**src/rtl/frogger_status_controller.sv**
```systemverilog
// Game-status controller for the frogger board.
// Consumes the last-register comparator's 2-bit win code and tracks lives and
// level. It freezes the board during hit and level-up holds, and pulses a
// one-cycle reload to the lane registers. The current state code is exported
// for the display/score blocks and doubles as the FSM debug view.
// There is no valid/ready handshake on this block: the win code is a level
// that is sampled every cycle while in PLAY. The tick input is a one-cycle
// pulse that is only counted during holds.
module frogger_status_controller #(
    parameter int LIVES_INIT  = 3,
    parameter int LIVES_WIDTH = 2,
    parameter int LEVEL_MAX   = 4,
    parameter int LEVEL_WIDTH = 3,
    parameter int HOLD_TICKS  = 8
) (
    input  logic                   STATUS_CLOCK_50,
    input  logic                   STATUS_RESET_InHigh,
    input  logic                   STATUS_start_InLow,
    input  logic                   STATUS_tick_In,
    input  logic [1:0]             STATUS_win_InBUS,
    output logic                   STATUS_clear_Out,
    output logic                   STATUS_pause_Out,
    output logic [LIVES_WIDTH-1:0] STATUS_lives_OutBUS,
    output logic [LEVEL_WIDTH-1:0] STATUS_level_OutBUS,
    output logic [2:0]             STATUS_state_OutBUS
);

    localparam int HOLD_WIDTH = $clog2(HOLD_TICKS + 1);

    localparam logic [LIVES_WIDTH-1:0] livesInit = LIVES_WIDTH'(LIVES_INIT);
    localparam logic [LIVES_WIDTH-1:0] livesOne  = LIVES_WIDTH'(1);
    localparam logic [LEVEL_WIDTH-1:0] levelLast = LEVEL_WIDTH'(LEVEL_MAX - 1);
    localparam logic [HOLD_WIDTH-1:0]  holdLast  = HOLD_WIDTH'(HOLD_TICKS);

    localparam logic [1:0] winReached   = 2'b11;
    localparam logic [1:0] winCollision = 2'b01;

    typedef enum logic [2:0] {
        IDLE     = 3'd0,
        LOAD     = 3'd1,
        PLAY     = 3'd2,
        HIT      = 3'd3,
        LEVELUP  = 3'd4,
        GAMEOVER = 3'd5,
        VICTORY  = 3'd6,
        UNUSED   = 3'd7
    } stateType;

    stateType               state;
    stateType               stateNext;
    logic [LIVES_WIDTH-1:0] lives;
    logic [LIVES_WIDTH-1:0] livesNext;
    logic [LEVEL_WIDTH-1:0] level;
    logic [LEVEL_WIDTH-1:0] levelNext;
    logic [HOLD_WIDTH-1:0]  hold;
    logic [HOLD_WIDTH-1:0]  holdNext;
    logic [HOLD_WIDTH-1:0]  holdInc;
    logic                   clearReg;
    logic                   clearNext;
    logic                   pauseReg;
    logic                   pauseNext;

    assign holdInc = hold + HOLD_WIDTH'(1);

    // State, counters and registered outputs; reset wins from any state.
    always_ff @(posedge STATUS_CLOCK_50) begin
        if (STATUS_RESET_InHigh) begin
            state    <= IDLE;
            lives    <= livesInit;
            level    <= '0;
            hold     <= '0;
            clearReg <= 1'b0;
            pauseReg <= 1'b1;
        end else begin
            state    <= stateNext;
            lives    <= livesNext;
            level    <= levelNext;
            hold     <= holdNext;
            clearReg <= clearNext;
            pauseReg <= pauseNext;
        end
    end

    // Next-state and counter updates; the win code only matters in PLAY.
    always_comb begin
        stateNext = state;
        livesNext = lives;
        levelNext = level;
        holdNext  = '0;
        case (state)
            IDLE, GAMEOVER, VICTORY: begin
                if (!STATUS_start_InLow) begin
                    stateNext = LOAD;
                    livesNext = livesInit;
                    levelNext = '0;
                end
            end
            LOAD: begin
                stateNext = PLAY;
            end
            PLAY: begin
                if (STATUS_win_InBUS == winReached) begin
                    if (level >= levelLast) begin
                        stateNext = VICTORY;
                    end else begin
                        levelNext = level + LEVEL_WIDTH'(1);
                        stateNext = LEVELUP;
                    end
                end else if (STATUS_win_InBUS == winCollision) begin
                    // Lives saturate at zero: the last life ends the game.
                    if (lives <= livesOne) begin
                        livesNext = '0;
                        stateNext = GAMEOVER;
                    end else begin
                        livesNext = lives - livesOne;
                        stateNext = HIT;
                    end
                end
            end
            HIT, LEVELUP: begin
                // Without ticks the hold simply waits.
                holdNext = hold;
                if (STATUS_tick_In) begin
                    if (holdInc >= holdLast) begin
                        holdNext  = '0;
                        stateNext = LOAD;
                    end else begin
                        holdNext = holdInc;
                    end
                end
            end
            default: begin
                stateNext = IDLE;
            end
        endcase
    end

    // Output decode from the next state so the outputs come from registers.
    always_comb begin
        clearNext = (stateNext == LOAD);
        pauseNext = (stateNext != PLAY);
    end

    assign STATUS_clear_Out    = clearReg;
    assign STATUS_pause_Out    = pauseReg;
    assign STATUS_lives_OutBUS = lives;
    assign STATUS_level_OutBUS = level;
    assign STATUS_state_OutBUS = state;

endmodule
```
**config.mk**
```make
export PLATFORM = sky130hd
export DESIGN_NAME = frogger_status_controller
export DESIGN_NICKNAME = d
export VERILOG_FILES = /design/src/rtl/frogger_status_controller.sv
export SDC_FILE = /design/constraint.sdc
export NUM_CORES = 1
export LEC_CHECK = 0
export BUFFER_PORTS_ARGS = -buffer_cell sky130_fd_sc_hd__buf_2
export CAP_MARGIN = 20
export CORE_MARGIN = 2
export CORE_UTILIZATION = 56
export CTS_CLUSTER_SIZE = 30
export DETAILED_ROUTE_END_ITERATION = 12
export HOLD_SLACK_MARGIN = 0.12
export PLACE_DENSITY = 0.89
export SLEW_MARGIN = 20
export SYNTH_ARGS = -nofsm -noshare
export SYNTH_HDL_FRONTEND = slang
export SYNTH_SLANG_ARGS = --single-unit
```
**constraint.sdc**
```tcl
create_clock -name STATUS_CLOCK_50 -period 3.27 [get_ports STATUS_CLOCK_50]
set_input_delay 0.1635 -clock STATUS_CLOCK_50 [delete_from_list [all_inputs] [get_ports STATUS_CLOCK_50]]
set_output_delay 0.1635 -clock STATUS_CLOCK_50 [all_outputs]
set_load 0.01 [all_outputs]
```
== Word-level counts from Yosys, hierarchy flattened ==
Cells that the tools add are included.
Widths: inputs -> output; s select.

* Bits in registers: 14
* Bits of input ports: 6
* Word-level logic and storage cells: 53

* $add $sub $neg: 3
* Order comparisons: 3
* Bitwise logic cells: 1
* Equality and inequality tests: 15
* Reductions and logical operators: 7
* Muxes and demuxes: 18

{| class="wikitable"
|+ Operators with widths
! cell !! number
|-
| $mux 3 || 9
|-
| $pmux 3 s4 || 1
|-
| $mux 2 || 5
|-
| $ne 2x2->1 const B || 5
|-
| $eq 3x3->1 const B || 3
|-
| $reduce_and 4->1 || 2
|-
| $eq 3x1->1 const B || 2
|-
| $eq 3x2->1 const B || 2
|-
| $pmux 3 s2 || 1
|-
| $add 4x1->4 const B || 1
|-
| $ge 4x4->1 const B || 1
|-
| $mux 4 || 1
|-
| $pmux 2 s2 || 1
|-
| $reduce_or 2->1 || 2
|-
| $add 3x1->3 const B || 1
|-
| $ge 3x2->1 const B || 1
|-
| $logic_not 3->1 || 1
|-
| $ne 3x2->1 const B || 1
|-
| $reduce_or 3->1 || 1
|-
| $eq 2x1->1 const B || 1
|-
| $eq 2x2->1 const B || 1
|-
| $le 2x1->1 const B || 1
|-
| $reduce_bool 2->1 || 1
|-
| $sub 2x1->2 const B || 1
|-
| $not 1->1 || 1
|}

== Longest topological paths before layout ==
Gate-level depths: netlist (run 1).

* Depth after elaboration: 6
* Mapped depth: 7
* Mapped depth without buffers: 7

== Worst setup path after synthesis (run 1) ==
No wires, ideal clock.

* Path type: reg-to-reg
* Start: register level[0], in the netlist STATUS_level_OutBUS[0]
* End: register clearReg, in the netlist STATUS_clear_Out
* Library setup time: 60 ps
* Arrival: 1530 ps
* Path slack: 1680 ps
* Period minus slack after synthesis: 1590 ps
* Cell stages (with the launch flop): 8
* Data required time: 3210 ps
* Cell sequence: dfxtp_1 > ha_1 > ha_1 > nor4bb_1 > and2_1 > o221a_2 > a21oi_1 > and3b_1

* Cells in the longest elaborated chain, start to end: 5

{| class="wikitable"
|+ RTL lines
! element !! RTL line !! source
|-
| start, declared || 53 || <nowiki>logic [LEVEL_WIDTH-1:0] level;</nowiki>
|-
| start signal, assigned || 77 || <nowiki>level <= levelNext;</nowiki>
|-
| $ge 3x2->1 || 103 || <nowiki>if (level >= levelLast) begin</nowiki>
|-
| $mux 2 || 103 ||
|-
| $mux 3 || 102 || <nowiki>if (STATUS_win_InBUS == winReached) begin</nowiki>
|-
| $pmux 3 s4 || 90 || <nowiki>case (state)</nowiki>
|-
| $eq 3x1->1 || 140 || <nowiki>clearNext = (stateNext == LOAD);</nowiki>
|-
| end signal, assigned || 79 || <nowiki>clearReg <= clearNext;</nowiki>
|-
| end, declared || 58 || <nowiki>logic clearReg;</nowiki>
|}

Every way passes these cells.
A chain may end at the register's enable or synchronous reset.

== Worst setup path in the final report (run 1) ==
* Start: register state[1], in the netlist STATUS_state_OutBUS[1]
* End: register clearReg, in the netlist STATUS_clear_Out

* Cells in the longest elaborated chain, start to end: 4
* Elaborated cells on any way between the ends: 16
* Classes of those cells: 7 x eq/ne; 6 x mux; 3 x reduce/logical

{| class="wikitable"
|+ RTL lines
! element !! RTL line !! source
|-
| start, declared || 49 || <nowiki>stateType state;</nowiki>
|-
| start signal, assigned || 75 || <nowiki>state <= stateNext;</nowiki>
|-
| $eq 3x3->1 (tied with other cells) || 90 ||
|-
| $reduce_or 3->1 (tied with other cells) || 90 ||
|-
| $pmux 3 s4 * || 90 ||
|-
| $eq 3x1->1 * || 140 ||
|}

Every way passes the cells marked *; elsewhere a longest branch is shown, timed or not.

==> results of run 1 <==
[logic make-up after synthesis]
| logic type | Yosys count | share of synthesized area, % |
|---|---|---|
| adder cells (fa/ha/maj) | 3 | 4.81 |
| multiplexers | 4 | 5.29 |
| XOR/XNOR | 3 | 3.37 |
| AND/OR/NAND/NOR | 41 | 27.9 |
| buffers and inverters | 9 | 5.29 |
| AO/OA/AOI/OAI | 19 | 17.5 |
| flip-flops | 14 | 35.9 |
[registers in the layout, summed over array words and instances (netlist names)]
name                 cells
hold                     4
STATUS_level_OutBUS      3
STATUS_clear_Out         1
STATUS_state_OutBUS      3
STATUS_lives_OutBUS      2
STATUS_pause_Out         1
[stage by stage]
step	setup slack, ns	std cells	area, sq um	hold slack (ns)	power (uW)
floorplan	1.68	93	781	0.240	314
global placement	1.55	118	848	0.431	340
detailed placement	1.51	118	848	0.437	347
CTS	1.49	122	885	0.129	471
global route	1.30	122	885	0.137	498
finish	1.46	122	885	0.128	474
[critical path: stages, from the launching register on]
cell	delay, ns
dfxtp_1	0.61
nor3b_2	0.33
o21ai_0	0.14
o221a_2	0.26
a21oi_1	0.17
and3b_1	0.20
[metal layers]
metal | global-route usage, % | part of all wire [%] | vias to the layer above
met2 | 40.6 | 50 | 29
met5 | 0 | 0 | -
li1 | - | - | 350
met1 | 24.8 | 42 | 340
met4 | 13.7 | 2.2 | 0
met3 | 4.79 | 5.9 | 5
[final cells by class]
type / instances / area share [%]
clock buffers: 4 / 4.10
well taps: 15 / 2.12
repair buffers: 15 / 8.49
inverters: 4 / 1.70
flip-flops and latches: 14 / 31.7
multi-input cells: 70 / 51.9
[power by group through the flow]
| stage | clock [uW] | sequential [uW] | combinational [uW] |
|---|---|---|---|
| finish | 130 | 214 | 130 |
| detailed placement | 0 | 217 | 130 |
| global route | 136 | 217 | 145 |
| floorplan | 0 | 209 | 105 |
| CTS | 128 | 213 | 130 |
| global placement | 0 | 215 | 125 |
[Yosys cell counts (all sizes together)]
cell type | number | area, sq um
o22ai | 1 | 6.26
ha | 3 | 37.5
nor4bb | 1 | 10.0
a32o | 1 | 10.0
nand2b | 3 | 18.8
o21bai | 1 | 7.51
and3 | 1 | 6.26
nand4 | 1 | 6.26
dfxtp | 14 | 280
mux2i | 3 | 30.0
buf | 1 | 11.3
a22oi | 1 | 7.51
a211oi | 1 | 20.0
nor2b | 2 | 12.5
a21oi | 5 | 25.0
inv | 4 | 15.0
o21ai | 5 | 25.0
xor2 | 1 | 8.76
o31ai | 1 | 7.51
and4b | 1 | 10.0
nor3 | 1 | 5.00
nor2 | 15 | 56.3
o221a | 1 | 11.3
mux2 | 1 | 11.3
a31oi | 1 | 6.26
nor4b | 1 | 8.76
or3 | 1 | 6.26
and2 | 2 | 12.5
nand2 | 8 | 30.0
and3b | 2 | 17.5
o21ba | 1 | 10.0
nor3b | 1 | 12.5
clkbuf | 4 | 15.0
nand3 | 1 | 5.00
xnor2 | 2 | 17.5
[how the worst max path moves through the flow]
stage | startpoint | slack [ns] | endpoint
after floorplan | STATUS_level_OutBUS[0] | 1.68 | STATUS_clear_Out
after global placement | STATUS_state_OutBUS[1] | 1.55 | STATUS_clear_Out
after detailed placement | STATUS_state_OutBUS[1] | 1.51 | STATUS_clear_Out
after CTS | STATUS_state_OutBUS[1] | 1.49 | STATUS_clear_Out
after global routing | STATUS_state_OutBUS[1] | 1.30 | STATUS_lives_OutBUS[1]
final | STATUS_state_OutBUS[1] | 1.46 | STATUS_clear_Out
==> results.cfg, run 1 <==
[status]
outcome = completed

[floorplan]
rows = 13
die_h_um = 41.3
die_w_um = 41.3
initial_utilization_pct = 60.0
core_sq_um = 1300
ios = 16
die_area_sq_um = 1710

[logic_synthesis]
synth_seq_cells = 14
ys_types = 35
synthesis.nets = 102
ys_warn_count = 0
syn_inst = 93
postSynthAreaPerCell_sq_um = 8.40
ys_seq_area_share_pct = 35.9
synth_area_sq_um = 781

[final_layout]
antenna_cells = 0
ff_latch_area_sq_um = 280
areaGrowthSynthToFinish_pct = 13.3
layout_common_cells = 15 x nor2_1, 15 x buf_2, 14 x dfxtp_1
n_fill_cell = 115
multi_input_area_sq_um = 459
nets = 117
finalCoreUtilization_pct = 68.0
layout-drive-gt1-share_pct = 22.4

[routing]
route.detailed.drc = 0
wire_per_inst_um = 13.4
drt-total-wl_um = 1630
vias = 724
antenna_left = 0
drt_iter0_markers = 26
vias_per_cell = 5.93
dr.pass1.iters = 4

[worst_setup_path]
cp_max_fo = 14
crit_type = reg -> reg
arrival_ns = 2.00
regToRegStartpoint = STATUS_state_OutBUS[1]
reg2reg_to = STATUS_clear_Out
cp.required_ns = 3.46
r2r_cells = 5
startpoint_type = flip-flop
rrSetupSlack_ns = 1.46
end_kind = flip-flop

[cts]
post_cts_resized = 0
post_cts_buffers = 0
insertion_delay_ns = 0.29
h-tree-depth = 1
cts_buffers = 3
hold_buffers = 0
cts_tree = built
clock_path_buffers = 2
clock_sinks = 14
clkSlewWorstSetupHoldPaths_ns = 0.09
cts_root_buffer = clkbuf_4

[global_routing]
grt-ovfl-total = 0
grt_pass1_wl_um = 2450
grt_pass1_vias = 595
grtUsageTotal_pct = 22.9
grt_max_degree = 16
grt_antenna_before_repair = 0

[min_path]
min_to = hold[3]
hp-start = STATUS_tick_In
hold_path.class = in -> reg
worstHoldPathCells = 2

[sta]
skew_ns = 0.00576
finalMaxSlewViolations = 0
finalSetupTns_ns = 0
period_minus_slack_ns = 1.81
relSlewSlack_pct = 69.4
setup_viol = 0
rsz0062_at_grt = false
tightestPinTransition_ns = 0.458
fmaxAchievable_mhz = 552
hold_viol = 0
period_share_pct = 55.4

[power]
peakVddDrop_mv = 0.306
pwr-share-seq_pct = 45.2
p_sw_share_pct = 33.1
p_comb_share_pct = 27.5
cell_internal_pwr_uw = 317
switchingPower_uw = 157
clockPowerShare_pct = 27.4
power.leakage_uw = 0.000389
p_per_area_nw_per_um2 = 536

[placement]
gp_congestion = 0.850
numPortBuffers = 15
dp_hpwl_um = 1180

[run]
drv_cap = 0
No activity file was read; power rests on OpenSTA's default activity.
==> run 2, diff against run 1 <==
CORE_UTILIZATION = 52   (was 56)
PLACE_DENSITY = 0.84   (was 0.89)
clock period = 1.9 ns   (was 3.27 ns; I/O delays follow)
==> run 2 against run 1 <==
Effect of this change: die area increased by 6.9%; cell area increased by 4.5%; critical path depth grew 2; first-iteration DRC count rose by 23%; hold slack gained 0.089 ns; power increased by 73%; combinational power rose by 78%; sequential power up 72%; critical endpoint is now STATUS_level_OutBUS[1]; largest power group unchanged.
==> results.cfg, run 2 (synthesized netlist as in run 1, its figures left out) <==
[routing]
vias_per_cell = 5.59
drt-total-wl_um = 1530
wire_per_inst_um = 12.1
route.detailed.drc = 0
vias = 704
antenna_left = 0
dr.pass1.iters = 4
drt_iter0_markers = 32

[final_layout]
top_register = hold
antenna_cells = 0
layout_common_cells = 15 x nor2_1, 15 x buf_2, 12 x dfxtp_1
layout-drive-gt1-share_pct = 24.3
nets = 121
stdcell_count = 126
areaGrowthSynthToFinish_pct = 18.4
largest_reg_flops = 4
final_area_sq_um = 925

[cts]
cts_buffers = 3
clkSlewWorstSetupHoldPaths_ns = 0.09
clock_sinks = 14
clock_path_buffers = 2
insertion_delay_ns = 0.28
h-tree-depth = 1
post_cts_buffers = 0
cts_root_buffer = clkbuf_4
cts_tree = built

[sta]
tightestPinTransition_ns = 0.389
finalSetupTns_ns = 0
period_share_pct = 88.2
fmaxAchievable_mhz = 596
rsz0062_at_grt = false
setup_ws_ns = 0.223
period_minus_slack_ns = 1.68
finalMaxSlewViolations = 0
relSlewSlack_pct = 73.3
setup_viol = 0
skew_ns = 0.00287
hold_viol = 0

[worst_setup_path]
path_cells = ha_1, ha_1, nor4bb_1, and3_1, nor2_1, a22oi_1, nor2_1
end_kind = flip-flop
slowest_stage = dfxtp_1
cp_max_fo = 4
cpLargestDelayFamily = simple AND/OR/NAND/NOR gates
r2r_cells = 7
arrival_ns = 1.85
path_depth = 7
slowest_delay_ns = 0.35
startpoint_type = flip-flop
crit_type = reg -> reg
cp.required_ns = 2.08
cp_num_buf_inv = 0

[floorplan]
initial_utilization_pct = 57.8
rows = 13
die_w_um = 42.8
core_sq_um = 1350
ios = 16
die_h_um = 42.8
die_area_sq_um = 1830

[status]
outcome = completed

[min_path]
worstHoldPathCells = 4
hold_path.class = in -> reg

[placement]
numPortBuffers = 15
placed_cells = 119
dp_hpwl_um = 1090
placed_cell_area_sq_um = 856
pre_cts_slack_ns = 0.160
gp_congestion = 0.848

[power]
p_total_uw = 819
p_per_area_nw_per_um2 = 886
power.leakage_uw = 0.000411
peakVddDrop_mv = 0.394

[global_routing]
grt-ovfl-total = 0
grtUsageTotal_pct = 17.6
grt_pass1_wl_um = 2440
grt_pass1_vias = 578
grt_antenna_before_repair = 0
grt_max_degree = 16

[run]
drv_cap = 0
[run 2: cell types whose count changed in the layout (fill, tap and decap cells not counted), sizes merged]
cell,previous run,this run
buf,15,16
dlygate4sd3,0,3
[run 2: stage by stage]
stage               util [%]  hold WS, ns
floorplan                  -        0.172
global placement        63.4        0.362
detailed placement      63.4        0.363
CTS                     68.3        0.223
global route            68.5        0.260
finish                  68.5        0.217
[run 2: final timing paths]
check                           endpoint              startpoint  slack [ns]
setup reg to reg  STATUS_level_OutBUS[1]  STATUS_level_OutBUS[0]        0.22
setup / recovery  STATUS_level_OutBUS[1]  STATUS_level_OutBUS[0]        0.22
hold / removal    STATUS_lives_OutBUS[1]      STATUS_start_InLow        0.22
hold reg to reg   STATUS_lives_OutBUS[1]  STATUS_lives_OutBUS[1]        0.52
[run 2: routing by layer]
layer / routed length, um / vias to the layer above / GRT usage, %
li1: - / 357 / -
met1: 719 / 311 / 21.1
met2: 672 / 30 / 28.5
met3: 95 / 6 / 4.26
met4: 39 / 0 / 9.38
met5: 0 / - / 0
[run 2: worst reg2reg max path, delay by kind of cell, from the launching register on]
| kind | cells | cell delay (ns) |
|---|---|---|
| adder cells (fa/ha/maj) | 2 | 0.39 |
| AND/OR/NAND/NOR | 4 | 0.69 |
| flip-flops | 1 | 0.35 |
| AO/OA/AOI/OAI | 1 | 0.15 |
[run 2: layout make-up]
type,instances,area (sq um)
multi-input combinational,70,459
fill,110,425
sequential,14,283
timing repair buffer,19,113
clock buffer,4,36.3
tap,15,18.8
inverter,4,15.0
[run 2: what timing repair did]
action                     CTS  global route
hold buffers                 3             0
setup endpoints to repair    0             2
hold endpoints to repair     5             0
resized for setup            0             2
[run 2: power breakdown]
group | internal, uW | switching (uW) | leakage (uW)
Sequential | 322 | 47.2 | 0.000114
Combinational | 114 | 117 | 0.000275
Clock | 117 | 103 | 0.0000210
Total | 553 | 267 | 0.000411
==> run 3, diff against run 2 <==
clock period = 1.8 ns   (was 1.9 ns; I/O delays follow)
==> run 3 against run 2 <==
Effect of this change: via count fell by 0.99%; hold slack improved by 0.073 ns; critical path depth did not move; setup slack got worse by 0.098 ns; clock skew rose by 0.0024 ns; sequential share of layout area fell by 0.58 points; core utilization rose by 2.9 points; register-to-register slack got worse by 0.098 ns; sequential power rose by 4%; die area did not move; flip-flop and latch count did not move; global-route usage rose by 0.73 points.
==> results.cfg, run 3 (synthesized netlist as in run 1, its figures left out) <==
[placement]
placed_cell_area_sq_um = 871
numPortBuffers = 15
gp_congestion = 0.847
dp_hpwl_um = 1140
placed_cells = 121

[final_layout]
nets = 123
antenna_cells = 0
final_area_sq_um = 963
layout_common_cells = 15 x nor2_1, 15 x buf_2, 11 x dfxtp_1
stdcell_count = 128
largest_reg_flops = 4
top_register = hold
areaGrowthSynthToFinish_pct = 23.4
finalCoreUtilization_pct = 71.4
layout-drive-gt1-share_pct = 28.3

[routing]
dr.pass1.iters = 4
route.detailed.drc = 0
antenna_left = 0
vias_per_cell = 5.45
drt-total-wl_um = 1540
wire_per_inst_um = 12.0
drt_iter0_markers = 7
vias = 697

[floorplan]
core_sq_um = 1350
initial_utilization_pct = 57.8
ios = 16
die_area_sq_um = 1830
die_w_um = 42.8
die_h_um = 42.8
rows = 13

[worst_setup_path]
r2r_cells = 7
startpoint_type = flip-flop
end_kind = flip-flop
crit_type = reg -> reg
arrival_ns = 1.89
cp.required_ns = 2.02
cp_max_fo = 4

[sta]
period_minus_slack_ns = 1.67
holdWs_ns = 0.290
hold_viol = 0
finalMaxSlewViolations = 0
rsz0062_at_grt = false
skew_ns = 0.00529
period_share_pct = 93.1
fmaxAchievable_mhz = 597
finalSetupTns_ns = 0
setup_viol = 0
relSlewSlack_pct = 75.2
tightestPinTransition_ns = 0.362

[power]
p_comb_share_pct = 30.3
clockPowerShare_pct = 25.3
cell_internal_pwr_uw = 600
peakVddDrop_mv = 0.464
power.leakage_uw = 0.000425
p_sw_share_pct = 30.7
pwr-share-seq_pct = 44.5
switchingPower_uw = 267
p_per_area_nw_per_um2 = 900

[global_routing]
grtUsageTotal_pct = 18.3
grt-ovfl-total = 0
grt_pass1_wl_um = 2560
grt_antenna_before_repair = 0
grt_pass1_vias = 663
grt_max_degree = 16

[cts]
h-tree-depth = 1
clock_path_buffers = 2
clkSlewWorstSetupHoldPaths_ns = 0.08
cts_root_buffer = clkbuf_4
cts_buffers = 3
clock_sinks = 14
insertion_delay_ns = 0.27
cts_tree = built

[min_path]
worstHoldPathCells = 4
hold_path.class = in -> reg

[run]
drv_cap = 0

[status]
outcome = completed
## run 3: cell types whose count changed in the layout (fill, tap and decap cells not counted), sizes merged
| cell | delta |
|---|---|
| buf | +2 |
## run 3: final timing paths
check,start,to,slack (ns)
worst max register to register,STATUS_level_OutBUS[0],STATUS_clear_Out,0.13
worst min-delay path,STATUS_start_InLow,STATUS_state_OutBUS[0],0.29
worst max-delay path,STATUS_level_OutBUS[0],STATUS_clear_Out,0.13
worst min register to register,hold[2],hold[2],0.52
## run 3: worst max-delay path, cell delays in order, from the launching register on
cell and delay (ns):
dfxtp_4 0.36, ha_1 0.19, ha_2 0.19, nor4bb_4 0.29
and2_1 0.16, o221a_2 0.18, a21oi_1 0.05, and3b_1 0.20
## run 3: area by class of cell
cell class / count / area (sq um)
multi-input cells: 70 / 477
well taps: 15 / 18.8
fillers: 119 / 387
inverters: 4 / 15.0
clock buffers: 4 / 36.3
repair buffers: 21 / 128
flip-flops and latches: 14 / 289
## run 3: metal layers
layer	global-route usage [%]	share of wire, %
met2	35.2	51
met1	18.6	44
met5	0	0
met3	5.11	4.3
met4	5.63	0.39
## run 3: stage by stage
stage	setup slack [ns]	total power, uW
finish	0.125	867
global route	0.00406	916
CTS	0.0648	867
detailed placement	0.0892	643
global placement	0.164	636
floorplan	0.210	570
## run 3: timing repair
item,4_1_cts,5_1_grt
hold buffers,3,0
endpoints found under the setup margin,0,8
buffers inserted,0,0
resized for setup,0,8
hold endpoints to repair,6,0
## run 3: power by group through the flow
| stage | clock network [uW] | registers (uW) | logic (uW) |
|---|---|---|---|
| detailed placement | 0 | 386 | 257 |
| finish | 219 | 385 | 262 |
| global placement | 0 | 386 | 250 |
| floorplan | 0 | 380 | 190 |
| global route | 238 | 393 | 285 |
| CTS | 227 | 379 | 261 |
